**config.mk**
```make
export PLATFORM = sky130hd
export DESIGN_NAME = prach_conv_mixer
export DESIGN_NICKNAME = d
export VERILOG_FILES = /design/src/rtl/prach_pkg.sv /design/src/rtl/prach_cmult_rnd.sv /design/src/rtl/prach_delay.sv /design/src/rtl/prach_conv_mixer.sv
export SDC_FILE = /design/constraint.sdc
export NUM_CORES = 2
export LEC_CHECK = 0
export ABC_AREA = 1
export CAP_MARGIN = 20
export CELL_PAD_IN_SITES_DETAIL_PLACEMENT = 0
export CELL_PAD_IN_SITES_GLOBAL_PLACEMENT = 1
export CORE_MARGIN = 2
export CORE_UTILIZATION = 30
export CTS_CLUSTER_DIAMETER = 60
export DETAILED_ROUTE_END_ITERATION = 10
export GPL_TIMING_DRIVEN = 1
export HOLD_SLACK_MARGIN = 0.06
export PLACE_DENSITY_LB_ADDON = 0.25
export SLEW_MARGIN = 20
export SYNTH_ARGS = -nofsm -noshare
export SYNTH_HDL_FRONTEND = slang
export SYNTH_SLANG_ARGS = --single-unit
export TNS_END_PERCENT = 20
```
**constraint.sdc**
```tcl
create_clock -name clk -period 5.4 [get_ports clk]
set_clock_uncertainty 0.2 [all_clocks]
set_input_delay 0.54 -clock clk [delete_from_list [all_inputs] [get_ports clk]]
set_output_delay 0.54 -clock clk [all_outputs]
set_load 0.03 [all_outputs]
```
**src/rtl/prach_pkg.sv**
```systemverilog
// Shared types, latencies and the round/saturate helper for the PRACH conversion chain.
package prach_pkg;

    localparam int NcoLatency = 4;
    localparam int MixLatency = 4;
    localparam int RndShift   = 14;

    typedef logic signed [15:0] iq_t;

    typedef struct packed {
        logic       sync;
        logic       dv;
        logic [7:0] chn;
    } tdm_sb_t;

    typedef struct packed {
        iq_t     i;
        iq_t     q;
        tdm_sb_t sb;
    } iq_word_t;

    typedef struct packed {
        iq_t  val;
        logic sat;
    } rnd_t;

    // Drops 14 of the 29 fractional bits, rounding half toward +inf, then clamps to 16 bits.
    function automatic rnd_t round_sat(input logic signed [32:0] s);
        logic signed [32:0] r;
        rnd_t               res;
        r = (s + 33'sd8192) >>> RndShift;
        if (r > 33'sd32767) begin
            res.val = 16'sh7fff;
            res.sat = 1'b1;
        end else if (r < -33'sd32768) begin
            res.val = 16'sh8000;
            res.sat = 1'b1;
        end else begin
            res.val = r[15:0];
            res.sat = 1'b0;
        end
        return res;
    endfunction

endpackage

```
**src/rtl/prach_cmult_rnd.sv**
```systemverilog
// Three-stage complex multiply x*e^(-j*phi) with round/saturate: products, sums, then round+clamp.
module prach_cmult_rnd
    import prach_pkg::*;
(
    input  logic clk,
    input  logic rst_n,
    input  iq_t  x_i_i,
    input  iq_t  x_q_i,
    input  iq_t  w_cos_i,
    input  iq_t  w_sin_i,
    output iq_t  y_i_o,
    output iq_t  y_q_o,
    output logic sat_o
);

    logic signed [31:0] p_ic_q, p_qs_q, p_qc_q, p_is_q;
    logic signed [32:0] sum_i_q, sum_q_q;
    logic signed [32:0] sum_i_d, sum_q_d;
    rnd_t               rnd_i, rnd_q;

    assign sum_i_d = 33'(p_ic_q) + 33'(p_qs_q);
    assign sum_q_d = 33'(p_qc_q) - 33'(p_is_q);
    assign rnd_i   = round_sat(sum_i_q);
    assign rnd_q   = round_sat(sum_q_q);

    always_ff @(posedge clk or negedge rst_n) begin
        if (!rst_n) begin
            p_ic_q  <= '0;
            p_qs_q  <= '0;
            p_qc_q  <= '0;
            p_is_q  <= '0;
            sum_i_q <= '0;
            sum_q_q <= '0;
            y_i_o   <= '0;
            y_q_o   <= '0;
            sat_o   <= 1'b0;
        end else begin
            p_ic_q  <= 32'(x_i_i) * 32'(w_cos_i);
            p_qs_q  <= 32'(x_q_i) * 32'(w_sin_i);
            p_qc_q  <= 32'(x_q_i) * 32'(w_cos_i);
            p_is_q  <= 32'(x_i_i) * 32'(w_sin_i);
            sum_i_q <= sum_i_d;
            sum_q_q <= sum_q_d;
            y_i_o   <= rnd_i.val;
            y_q_o   <= rnd_q.val;
            sat_o   <= rnd_i.sat | rnd_q.sat;
        end
    end

endmodule

```
**src/rtl/prach_delay.sv**
```systemverilog
// Fixed-depth register delay line, cleared by reset so nothing stale leaks out after a flush.
module prach_delay #(
    parameter int WIDTH = 8,
    parameter int DEPTH = 4
) (
    input  logic             clk,
    input  logic             rst_n,
    input  logic [WIDTH-1:0] din_i,
    output logic [WIDTH-1:0] dout_o
);

    logic [WIDTH-1:0] stage_q [DEPTH];

    // NOTE: every stage is reset (not left as uninitialised storage) so a mid-stream reset cannot replay old dv/sync.
    always_ff @(posedge clk or negedge rst_n) begin
        if (!rst_n) begin
            for (int k = 0; k < DEPTH; k++) stage_q[k] <= '0;
        end else begin
            // NOTE: non-blocking assignments let every stage sample its predecessor's old value on the same edge.
            stage_q[0] <= din_i;
            for (int k = 1; k < DEPTH; k++) stage_q[k] <= stage_q[k-1];
        end
    end

    assign dout_o = stage_q[DEPTH-1];

endmodule

```
**src/rtl/prach_conv_mixer.sv**
```systemverilog
// Complex down-mixer behind prach_conv_nco: aligns data to the NCO, mixes, rounds/saturates,
// checks NCO/data sideband alignment and counts saturated outputs per frame.
module prach_conv_mixer
    import prach_pkg::*;
#(
    parameter int NCO_LATENCY = NcoLatency,
    parameter int MIX_LATENCY = MixLatency
) (
    input  logic        clk,
    input  logic        rst_n,
    input  logic [15:0] din_i,
    input  logic [15:0] din_q,
    input  logic [7:0]  din_chn,
    input  logic        din_dv,
    input  logic        sync_in,
    input  logic [15:0] nco_cos,
    input  logic [15:0] nco_sin,
    input  logic [7:0]  nco_chn,
    input  logic        nco_dv,
    input  logic        nco_sync,
    output logic [15:0] dout_i,
    output logic [15:0] dout_q,
    output logic [7:0]  dout_chn,
    output logic        dout_dv,
    output logic        sync_out,
    output logic [15:0] sat_cnt,
    output logic        align_err
);

    if (MIX_LATENCY != MixLatency) begin : g_bad_mix_latency
        $error("prach_conv_mixer: MIX_LATENCY is fixed at %0d", MixLatency);
    end

    iq_word_t    din_word, d_word;
    tdm_sb_t     dout_sb;
    iq_t         s1_i_q, s1_q_q, s1_cos_q, s1_sin_q;
    iq_t         mix_i, mix_q;
    logic        mix_sat;
    logic        sb_mismatch, sat_hit;
    logic        align_err_q, align_err_d;
    logic [15:0] sat_cnt_q, sat_cnt_d;

    assign din_word = '{i: din_i, q: din_q, sb: '{sync: sync_in, dv: din_dv, chn: din_chn}};

    prach_delay #(.WIDTH($bits(iq_word_t)), .DEPTH(NCO_LATENCY)) u_data_dly (
        .clk    (clk),
        .rst_n  (rst_n),
        .din_i  (din_word),
        .dout_o (d_word)
    );

    // The sideband skips the S1 input registers inside the mixer but takes the same total MIX_LATENCY.
    prach_delay #(.WIDTH($bits(tdm_sb_t)), .DEPTH(MIX_LATENCY)) u_sb_dly (
        .clk    (clk),
        .rst_n  (rst_n),
        .din_i  (d_word.sb),
        .dout_o (dout_sb)
    );

    prach_cmult_rnd u_cmult (
        .clk     (clk),
        .rst_n   (rst_n),
        .x_i_i   (s1_i_q),
        .x_q_i   (s1_q_q),
        .w_cos_i (s1_cos_q),
        .w_sin_i (s1_sin_q),
        .y_i_o   (mix_i),
        .y_q_o   (mix_q),
        .sat_o   (mix_sat)
    );

    always_comb begin
        // NOTE: every variable gets a default before any branch so no path can infer a latch.
        align_err_d = align_err_q;
        sat_cnt_d   = sat_cnt_q;
        sat_hit     = dout_sb.dv & mix_sat;
        sb_mismatch = (d_word.sb.sync != nco_sync) || (d_word.sb.dv != nco_dv)
                   || (d_word.sb.dv && (d_word.sb.chn != nco_chn));

        if (sb_mismatch)         align_err_d = 1'b1;
        else if (d_word.sb.sync) align_err_d = 1'b0;

        // The frame count includes the sample currently on dout, so sat_cnt is shown from sat_cnt_d.
        if (dout_sb.sync)                          sat_cnt_d = {15'd0, sat_hit};
        else if (sat_hit && sat_cnt_q != 16'hffff) sat_cnt_d = sat_cnt_q + 16'd1;
    end

    always_ff @(posedge clk or negedge rst_n) begin
        if (!rst_n) begin
            s1_i_q      <= '0;
            s1_q_q      <= '0;
            s1_cos_q    <= '0;
            s1_sin_q    <= '0;
            align_err_q <= 1'b0;
            sat_cnt_q   <= '0;
        end else begin
            s1_i_q      <= d_word.i;
            s1_q_q      <= d_word.q;
            s1_cos_q    <= nco_cos;
            s1_sin_q    <= nco_sin;
            align_err_q <= align_err_d;
            sat_cnt_q   <= sat_cnt_d;
        end
    end

    assign dout_i    = dout_sb.dv ? mix_i : '0;
    assign dout_q    = dout_sb.dv ? mix_q : '0;
    assign dout_chn  = dout_sb.chn;
    assign dout_dv   = dout_sb.dv;
    assign sync_out  = dout_sb.sync;
    assign sat_cnt   = sat_cnt_d;
    assign align_err = align_err_q;

endmodule

```
Yosys cells after proc, flatten, opt, wreduce, memory -nomap -nowiden
Cells that the tools add are included.

Register bits: 516. Bits in latches: 0. RAM bits: 0. Memory bits (read-only): 0. Input bits: 86. Word-level logic and storage cells: 57. Memories: 0.

Add/subtract/negate cells: 5. $mul: 4. Div/mod/pow operators: 0. Magnitude comparators: 4. Equality and inequality tests: 4. Shift-type cells: 0. Muxes and demuxes: 10. Bitwise logic cells: 2. Reductions and logical operators: 5.

Operators by type and width (number): $mul 16x16->32 (4); $mux 17 (4); $add 33x15->33 const B (2); $mux 16 (4); $gt 19x16->1 const B (2); $lt 19x16->1 const B (2); $add 32x32->33 (1); $sub 32x32->33 (1); $add 16x1->16 const B (1); $ne 16x16->1 const B (1); $ne 8x8->1 (1); $logic_and 1x1->1 (2); $logic_or 1x1->1 (2); $mux 1 (2); $ne 1x1->1 (2); $reduce_bool 2->1 (1); $and 1x1->1 (1); $or 1x1->1 (1).

Longest topological paths before layout
Depth after elaboration: 5. Gate-level depth with buffers: 27.

By module
From an unflattened synthesis, not the netlist that was laid out.

Cell total of the unflattened synthesis: 7337. Area, all modules: 60895.9 µm².

Modules (own cells, without submodules): prach_cmult_rnd (instances 1, cells each 6757, area each 52212.6 µm²); prach_delay at u_data_dly (instances 1, cells each 210, area each 4519.3 µm²); prach_conv_mixer (instances 1, cells each 320, area each 3088.0 µm²); prach_delay at u_sb_dly (instances 1, cells each 50, area each 1076.0 µm²).

Worst setup path after synthesis
No wires, ideal clock.

Kind: register to register. From: register s1_i_q[15]. To: register u_cmult.p_ic_q[27]. Arrival time: 5.397 ns. Setup slack: -0.277 ns. Cell stages (with the launch flop): 20. Cells stage by stage: dfrtp_1 > clkbuf_1 > nand2_1 > inv_1 > fa_1 > fa_1 > fa_1 > fa_1 > fa_1 > inv_1 > fa_1 > inv_1 > ha_1 > nand2_1 > nor2_1 > inv_1 > nor3_1 > nand3_1 > nand3_1 > xor2_1.

Word-level cells in the longest chain between the ends: 1.

RTL lines: start: declaration (line prach_conv_mixer.sv:36) `iq_t s1_i_q, s1_q_q, s1_cos_q, s1_sin_q;`; start signal: assignment (line prach_conv_mixer.sv:97) `s1_i_q <= d_word.i;`; $mul 16x16->32 (line prach_cmult_rnd.sv:38) `p_ic_q <= 32'(x_i_i) * 32'(w_cos_i);`; end signal: assignment (line prach_cmult_rnd.sv:38); end: declaration (line prach_cmult_rnd.sv:16) `logic signed [31:0] p_ic_q, p_qs_q, p_qc_q, p_is_q;`.

Every way passes these cells. A chain may end at the register's enable or synchronous reset.

Worst setup path after layout
From: register s1_i_q[15]. To: register u_cmult.p_ic_q[30].

Same word-level chain as after synthesis.

==> results.toml <==
[die]
chipHeight_um = 453
num_rows = 164
die-area_sq_mm = 0.205
io_pins = 145
core_area_sq_mm = 0.200
initial_core_util_pct = 30.2
die_w_um = 453

[timing]
rsz0062_at_grt = "yes"
setup_slack_ps = -424
fin_crit_ps = 5820
setup_viol = 74
slew-limit-headroom_pct = 43.2
clock.fmax_ghz = 0.172
period_share_pct = 108
worst_pin_slew_ps = 852
finalHoldViolCount = 0
slew_violations = 0

[logic_synthesis]
synth_warnings = 0
ys_ff_latch = 490
synth_cell_types = 41
yosysSeqAreaShare_pct = 20.3
synth.cell_area_sq_mm = 0.0604
postSynthCellCount = 7260
syn_avg_cell_area_sq_um = 8.32
synth_nets = 8787

[finish]
final_nets = 9714
fill_cells = 20400
multi_input_area_sq_mm = 0.0428
mostFrequentLayoutCell = "inv_1"
area_growth_syn_to_layout_pct = 31.2
final_cells = 10900
regArea_sq_mm = 0.0123
drive_above_1_share_pct = 19.5
layout_common_cells = "inv_1, nand2_1, fa_1"

[drt]
num_vias = 47700
drtPass1Iterations = 6
drt_iter0_markers = 2747
drtAntennaViolNets = 0
drc_errors = 0
detail_route.wl_per_cell_um = 17.2
finalWirelength_mm = 188
viasPerCell = 4.38

[setup_path]
path_class = "flip-flop to flip-flop"
r2r_slack_ps = -420
path_max_fanout = 5
worst-r2r-cell-count = 20
timing.rr.start = "s1_i_q[15]"
crit_required_ps = 5800
crit_end = "u_cmult.p_ic_q[30]"
critPathCaptureType = "flip-flop"
reg2reg_to = "u_cmult.p_ic_q[30]"
slowest_stage = "fa_2"
critPathMaxStageDelay_ps = 650
worstPathArrival_ps = 6220
timing.critical_path.from = "s1_i_q[15]"
path_cells = "clkbuf_16 > nand2_1 > inv_1 > fa_2 > fa_2 > buf_4 > fa_1 > fa_1 > inv_1 > fa_1 > inv_1 > fa_1 > ha_2 > a21o_1 > a31oi_2 > o21ai_0 > a21oi_1 > nand2_1 > nand2_1 > nand2_1"
start_kind = "flip-flop"

[place]
gp_congestion = 0.892
dp_cells = 10600
dp_hpwl_mm = 156
port_buffers = 144

[clock_network]
h-tree-depth = 3
clock-root-buffer = "clkbuf_16"
cts.reportedPaths.clkPinSlew_ps = 60
clkSinkCount = 490
cts_made_buffers = 73
cts_tree = "built"
cts_buffer_depth = 3
insertion_delay_ps = 720

[global_routing]
grt_start_max_net_pins = 122
grt_pass1_vias = 51300
grt_pass1_wl_mm = 296
grt_usage_pct = 18.7
antenna_found_initial = 7
overflow = 0

[worst_hold_path]
worst_hold_path_type = "flip-flop to flip-flop"

[run]
cap_viol_max_count = 0

[status]
status = "finished with violations"
failed_checks = "setup timing"
per-layer routing:
metal  up-vias  wire length [um]  track usage, %
li1      22800                 -               -
met2       982             84700            29.5
met3       145              8810            2.52
met1     23800             90500            27.2
met4         0              3560            4.06
met5         -                 0               0
worst max-delay path: cells and delay by family (launching register included):
kind | cells | cell delay [ps]
DFF | 1 | 480
and+or+nand+nor | 4 | 240
AOI/OAI and AO/OA | 4 | 810
adders and majority gates | 7 | 3460
buffers and inverters | 5 | 530
cell type report:
type | count | share of cell area, %
multi-input combinational | 4530 | 54.0
sequential | 490 | 15.5
timing repair buffer | 1061 | 13.3
inverter | 2031 | 9.63
tap | 2656 | 4.19
clock buffer | 84 | 2.43
clock inverter | 49 | 0.927
antenna | 2 | 0.00632
how the worst min path moves through the flow:
stage	start	endpoint	cells after the start
floorplan	rst_n	align_err	0
global placement	u_data_dly.stage_q[126]	u_data_dly.stage_q[84]	0
detailed placement	u_data_dly.dout_o[30]	s1_i_q[4]	0
CTS	nco_sin[1]	s1_sin_q[1]	1
global route	nco_sin[5]	s1_sin_q[5]	1
finish	u_data_dly.stage_q[46]	u_data_dly.dout_o[4]	0
logic make-up (layout without fill, tap and decap cells):
| group | count (synthesis) | in the layout | share of synthesized area (%) |
|---|---|---|---|
| xor+xnor | 159 | 159 | 2.31 |
| other cells | 0 | 2 | 0 |
| compound gates | 424 | 424 | 3.93 |
| fa+ha+maj | 1441 | 1441 | 42.9 |
| flops | 490 | 490 | 20.3 |
| simple gates | 2506 | 2506 | 16.6 |
| buf+inv | 2240 | 3225 | 14.0 |
synth_stat cells, drive strengths merged:
cell type	number	area [sq um]
nor3b	1	7.51
xnor2	50	438
ha	393	4920
a21oi	192	961
a31oi	14	87.6
nand2	1809	6810
dfrtp	490	12300
inv	2029	7620
fa	1048	21000
o211ai	7	52.6
nand3b	9	67.6
or2	22	138
o21bai	23	184
and2	2	12.5
nor3	45	225
a211oi	2	15.0
clkinv	2	7.51
nand4	49	307
a21o	25	188
xor2	109	955
o21ai	138	713
nor4	7	43.8
a21boi	12	90.1
and3	2	12.5
o22ai	1	6.26
buf	14	108
nand3	203	1030
nor2	357	1370
o31ai	1	7.51
o21a	9	67.6
clkbuf	195	732
through the flow:
step                setup slack, ps  util (%)  TNS [ps]  instance area (sq um)  hold slack (ps)
floorplan                     -22.8         -     -56.1                  60400             44.4
global placement               -816      35.7    -42160                  71400              131
detailed placement             -791      35.7    -43120                  71400              135
CTS                            -396      38.6    -17260                  77200              124
global route                   -595      39.6    -33230                  79200              130
finish                         -424      39.6    -16030                  79200              131
state kept, by name (all words and copies together) (netlist names), 20 cells and up:
name                count
u_cmult.p_ic_q         32
u_cmult.p_is_q         32
u_cmult.p_qc_q         32
u_cmult.p_qs_q         32
u_cmult.sum_i_q        20
u_cmult.sum_q_q        20
u_data_dly.dout_o      42
u_data_dly.stage_q    126
u_sb_dly.stage_q       30
what timing repair did:
action	CTS	global route
gates cloned	4	7
hold endpoints to repair	133	0
pin swaps	150	205
resized for setup	472	367
buffers inserted	49	46
hold buffers	69	0
setup endpoints to repair	89	90
Power is left out: the tool's default activity adds up to more than one toggle a clock period on the data nets, which glitch-free logic cannot reach.
